--- config.mk ---
export PLATFORM = sky130hd
export DESIGN_NAME = icache
export DESIGN_NICKNAME = d
export VERILOG_FILES = /design/src/rtl/icache.sv
export SDC_FILE = /design/constraint.sdc
export NUM_CORES = 2
export LEC_CHECK = 0
export CAP_MARGIN = 20
export CORE_MARGIN = 1.5
export CORE_UTILIZATION = 65
export DETAILED_ROUTE_END_ITERATION = 8
export PLACE_DENSITY = 0.85
export SYNTH_ARGS = -nofsm -noshare
export SYNTH_HDL_FRONTEND = slang
export SYNTH_SLANG_ARGS = --single-unit
export TNS_END_PERCENT = 5
--- constraint.sdc ---
create_clock -name CLK -period 5.6 [get_ports CLK]
set_input_delay 0.56 -clock CLK [delete_from_list [all_inputs] [get_ports CLK]]
set_output_delay 0.56 -clock CLK [all_outputs]
set_load 0.05 [all_outputs]
--- src/rtl/icache.sv ---
// Direct-mapped, one-word-per-block instruction cache with a blocking
// single-outstanding fill and saturating hit/miss counters.
module icache #(
  parameter int SETS = 16
) (
  input  logic        CLK,
  input  logic        RST,
  input  logic        imemREN,
  input  logic [31:0] imemaddr,
  output logic        ihit,
  output logic [31:0] imemload,
  output logic        iREN,
  output logic [31:0] iaddr,
  input  logic        iwait,
  input  logic [31:0] iload,
  output logic [31:0] hit_count,
  output logic [31:0] miss_count
);
  localparam int IDX_W = $clog2(SETS);
  localparam int TAG_W = 30 - IDX_W;

  typedef enum logic {IDLE, FETCH} state_t;

  state_t                       state_q, state_d;
  logic [SETS-1:0]              valid_q;
  logic [SETS-1:0][TAG_W-1:0]   tag_q;
  logic [SETS-1:0][31:0]        data_q;
  logic [31:0]                  miss_addr_q, miss_addr_d;
  logic [31:0]                  hit_count_q, miss_count_q;

  logic [IDX_W-1:0] idx, miss_idx;
  logic [TAG_W-1:0] tag, miss_tag;
  logic             tag_match, miss_accept, fill_en;
  logic             unused_addr_lsb;

  // byte-offset bits never carry information for word fetches
  assign unused_addr_lsb = ^imemaddr[1:0];

  assign idx       = imemaddr[IDX_W+1:2];
  assign tag       = imemaddr[31:IDX_W+2];
  assign miss_idx  = miss_addr_q[IDX_W+1:2];
  assign miss_tag  = miss_addr_q[31:IDX_W+2];
  assign tag_match = valid_q[idx] && (tag_q[idx] == tag);

  always_comb begin
    state_d     = state_q;
    miss_addr_d = miss_addr_q;
    ihit        = 1'b0;
    imemload    = '0;
    iREN        = 1'b0;
    iaddr       = '0;
    miss_accept = 1'b0;
    fill_en     = 1'b0;
    case (state_q)
      IDLE: begin
        imemload = data_q[idx];
        ihit     = imemREN && tag_match;
        if (imemREN && !tag_match) begin
          miss_accept = 1'b1;
          miss_addr_d = imemaddr;
          state_d     = FETCH;
        end
      end
      FETCH: begin
        // fill is committed: datapath inputs are ignored until it lands
        iREN  = 1'b1;
        iaddr = miss_addr_q;
        if (!iwait) begin
          fill_en = 1'b1;
          state_d = IDLE;
        end
      end
      default: state_d = IDLE;
    endcase
  end

  always_ff @(posedge CLK) begin
    if (RST) begin
      state_q      <= IDLE;
      miss_addr_q  <= '0;
      hit_count_q  <= '0;
      miss_count_q <= '0;
    end else begin
      state_q     <= state_d;
      miss_addr_q <= miss_addr_d;
      if (ihit && hit_count_q != '1)
        hit_count_q <= hit_count_q + 32'd1;
      if (miss_accept && miss_count_q != '1)
        miss_count_q <= miss_count_q + 32'd1;
    end
  end

  always_ff @(posedge CLK) begin
    if (RST) begin
      valid_q <= '0;
      tag_q   <= '0;
      data_q  <= '0;
    end else if (fill_en) begin
      valid_q[miss_idx] <= 1'b1;
      tag_q[miss_idx]   <= miss_tag;
      data_q[miss_idx]  <= iload;
    end
  end

  assign hit_count  = hit_count_q;
  assign miss_count = miss_count_q;

endmodule

* Word-level counts from Yosys, hierarchy flattened
Cells that the tools add are included.
** Word-level totals
- Flip-flop bits (word level) :: 1041
** Cells by class
- $add $sub $neg :: 2
- Magnitude comparators :: 3
- Equal/unequal tests :: 3
- Muxes and demuxes :: 24
- Bitwise operators :: 2
- Reduce and logical (&&, ||, !) cells :: 8
** Operators with widths (count)
- $bwmux 512 :: 1
- $bwmux 416 :: 1
- $bmux 32 s4 :: 1
- $demux 32 s4 :: 1
- $mux 32 :: 4
- $bmux 26 s4 :: 1
- $demux 26 s4 :: 1
- $add 32x1->32 const B :: 2
- $ne 32x32->1 const B :: 2
- $mux 26 :: 2
- $eq 26x26->1 :: 1
- $or 16x16->16 :: 1
- $lt 4x5->1 const B :: 2
- $mux 1 :: 9
- $logic_and 1x1->1 :: 6
- $bmux 1 s4 :: 1
- $demux 1 s4 :: 1
- $ge 4x1->1 const B :: 1
- $pmux 1 s2 :: 1
- $reduce_and 2->1 :: 1
- $logic_not 1->1 :: 1
- $not 1->1 :: 1

* Logic depth before layout (Yosys ltp)
- Depth after elaboration :: 9
- Mapped depth :: 16

* Worst setup path after synthesis
No wires, ideal clock.
- Kind :: input to register
- Start :: input imemaddr[4]
- End :: register hit_count_q[28], in the netlist hit_count[28]
- Library setup time :: 0.121 ns
- Data arrival time :: 4.692 ns
- Data required time :: 5.479 ns
- Path slack :: 0.787 ns
- Stages on the path :: 12
- Buffers on the path :: 3
- Cell sequence :: buf_4 -> buf_2 -> buf_2 -> mux4_2 -> mux2i_1 -> xor2_1 -> mux2i_1 -> nor4_1 -> nand4_1 -> nor4_1 -> and4_1 -> mux2_2
** On the way
- Word-level cells in the longest chain between the ends :: 7
- Elaborated cells on any way between the ends :: 9
- Classes of those cells :: eq/ne: 1; mux: 5; reduce/logical: 3
** Ends and longest elaborated chain
- start, declared :: line 9 : input logic [31:0] imemaddr,
- $bmux 26 s4 :: line 43 : assign tag_match = valid_q[idx] && (tag_q[idx] == tag);
- $mux 26 (not written as such) :: line 43
- $eq 26x26->1 :: line 43
- $logic_and 1x1->1 (*) :: line 43
- $logic_and 1x1->1 (*) :: line 57 : ihit = imemREN && tag_match;
- $mux 1 (*) :: line 54 : case (state_q)
- via ihit :: line 10 : output logic ihit,
- $logic_and 1x1->1 (*) :: line 86 : if (ihit && hit_count_q != '1)
- end signal, assigned :: line 87 : hit_count_q <= hit_count_q + 32'd1;
- end, declared :: line 29 : logic [31:0] hit_count_q, miss_count_q;
The timed path passes the listed nets; every way through them passes the cells marked *. The select of a mux whose other input is x is not followed.
A chain may end at the register's enable or synchronous reset.

* Worst setup path in the final report
- Start :: input imemaddr[3]
- End :: output imemload[23]
** On the way
- Word-level cells in the longest chain between the ends :: 3
** Ends and longest elaborated chain
- $bmux 32 s4 :: line 56 : imemload = data_q[idx];
- $mux 32 (not written as such) :: line 56
- $mux 32 :: line 54
- end, declared :: line 11 : output logic [31:0] imemload,
No other way between the ends. The select of a mux whose other input is x is not followed.

==> flow_summary.ini <==
[routing]
via_per_inst = 6.596
wl_met2_um = 66710
wl_per_cell_um = 24.11
wirelength_um = 150200
wl_met1_um = 51170
routed.top_layer = met5
wl_met3_um = 21130
drc = 0
drt_iter0_drc = 6407
dr.pass1.iters = 9
vias = 41106
ant_nets = 0

[setup_path]
cpMaxStageDelayCell = buf_4
end_kind = primary output
crit_chain = buf_8 -> buf_4 -> buf_4 -> mux4_2 -> mux4_2 -> nor2b_1 -> clkdlybuf4s50_1
worst_setup_path_start_kind = input pin
crit_required_ns = 5.04
critPathArrivalTime_ns = 4.39
cp.buffers_inverters = 4
worst-setup-path-type = input pin to primary output
critPathMaxStageDelay_ns = 0.77
cp_max_fo = 62
critPathTopFamily = buffers and inverters

[synth]
ys_types = 60
synth_area_per_cell_um2 = 8.410
synthCells = 5372
synth_edf_count = 0
synth_ff_type = dfxtp_1
ys_seq_area_share_pct = 46.13
yosysTopAreaCellShare_pct = 46.13
synth_area_leaders = dfxtp_1 46%, nand2_1 16%, mux4_2 13%
netlist_area_um2 = 45180
yosysTopAreaCell = dfxtp_1
synth_nets = 5442
synth_warnings = 0
ys_seq_elements = 1041
async_reset_ff_share_pct = 0

[power]
p_total_uw = 15520
switchingPower_uw = 3651
clkPwrFrac_pct = 46.3
intPower_uw = 11860
vdd_drop_max_v = 0.0002461
power_density_nw_per_um2 = 305.9
p_comb_share_pct = 5.1
p_seq_share_pct = 48.5
p_leak_uw = 0.01658
p_sw_share_pct = 23.53

[cts]
cts_buffers = 101
clkTransAtPathRegs_ns = 0.06
cts_setup_buffers = 0
clockBufferDepth = 3
holdBufCountCts = 0
cts_resized = 0
clock_latency_ns = 0.68
tritoncts = done
clock_tree.root_cell = clkbuf_16
numClockSinks = 1041
htree_levels = 3

[finish]
nNetsFinal = 5284
finalInstanceArea_um2 = 50720
drive_above_1_share_pct = 10.57
final_cell_mix = 1,906 x nand2_1, 1,040 x dfxtp_1, 965 x a21oi_1
fill_cells = 4761
final_common_cell = nand2_1
syn_to_final_growth_pct = 12.26

[place]
gp_congestion = 0.9312
dpl.hpwl_um = 78590
port_buffers = 197
post-place-ws_ns = 0.7035
dpl_cell_area_um2 = 47190

[floorplanning]
rows = 96
dieArea_um2 = 71100
die_y_um = 266.6
coreArea_um2 = 68710
start_util_pct = 65.76
dieWidth_um = 266.6
ioPinCount = 198

[outcome]
status = finished clean

[sta]
fin_ws_ns = 0.6515
rsz0062_at_grt = no
setup_viol = 0
fmax_mhz = 202.1
post-route-min-period_ns = 4.948
finalHoldViolations = 0
finalSetupTns_ns = 0
post-route-period-util_pct = 88.37
holdWs_ns = 0.3710
worstMarginPinSlew_ns = 1.278
drv_slew = 0
clock_skew_ns = 0.02496
relSlewSlack_pct = 14.71

[grt]
overflow = 0
grt_pass1_vias = 39957
grt_usage_pct = 41.58
grt_max_degree = 215
grt_pass1_wl_um = 227000
antenna_found_initial = 5

[worst_hold_path]
hold_path_class = input pin to flip-flop

[run]
max_cap_viol_count = 0
[power by group through the flow]
stage / Clock (uW) / Sequential (uW) / Combinational [uW]
global route: 7470 / 7540 / 821
finish: 7190 / 7530 / 794
floorplan: 0 / 7630 / 574
CTS: 7160 / 7530 / 768
detailed placement: 0 / 7690 / 763
global placement: 0 / 7690 / 758
[cell type report]
type	count	area, um2	area share, %
Tap cell	931	1165	2.297
Sequential cell	1041	20840	41.10
Multi-Input combinational cell	3795	22460	44.28
Clock inverter	45	555.5	1.095
Timing Repair Buffer	264	2699	5.321
Inverter	11	42.54	0.08388
Clock buffer	142	2945	5.807
Antenna cell	3	7.507	0.01480
[cells by family after synthesis]
group,count (synthesis),synth area share [%]
simple gates,2327,20.80
compound gates,1061,12.35
flops,1041,46.13
xor+xnor,40,0.7754
buf+inv,536,4.741
mux,365,15.15
fa+ha+maj,2,0.05538
[path summary, 6_finish.rpt]
check / start / to / slack, ns / depth (start not counted)
setup / recovery: imemaddr[3] / imemload[23] / 0.65 / 7
hold / removal: RST / hit_count[12] / 0.37 / 2
setup reg to reg: hit_count[12] / hit_count[13] / 1.61 / 9
hold reg to reg: tag_q[150] / tag_q[150] / 0.45 / 2
[through the flow]
step                      std cells  util, %
after floorplan                5372        -
after global placement         6038    68.60
after detailed placement       6040    68.68
after CTS                      6227    73.77
after global routing           6231    73.82
final                          6232    73.82
[sequential cells by signal, summed over array words and instances (netlist names)]
register / count
data_q: 512
hit_count: 32
miss_addr_q: 32
miss_count: 32
state_q: 1
tag_q: 416
valid_q: 16
[routing by layer]
| metal | vias up | track usage [%] |
|---|---|---|
| met1 | 19263 | 51.44 |
| met5 | - | 0.2079 |
| li1 | 17711 | - |
| met3 | 899 | 10.87 |
| met4 | 6 | 27.53 |
| met2 | 3227 | 64.30 |
[worst register-to-register path: cells and delay by family (launching register included)]
kind	cells	cell delay, ns
and+or+nand+nor	6	2.46
AOI/OAI and AO/OA	3	1.03
DFF	1	0.42
[cell usage after synthesis (16+ instances only)]
library cell	n
and2_1	39
xor2_1	25
nand2b_1	16
dfxtp_1	1041
nand3_1	34
buf_1	35
nor4_1	20
or4_1	16
nor2b_1	56
nand4_1	24
buf_4	17
clkbuf_1	450
nor3_1	20
mux4_2	253
nor2_1	138
nand2_1	1918
mux2i_1	92
and3_1	17
a21oi_1	965
buf_2	17
o31ai_1	16
Power figures use the tool's default switching activity.
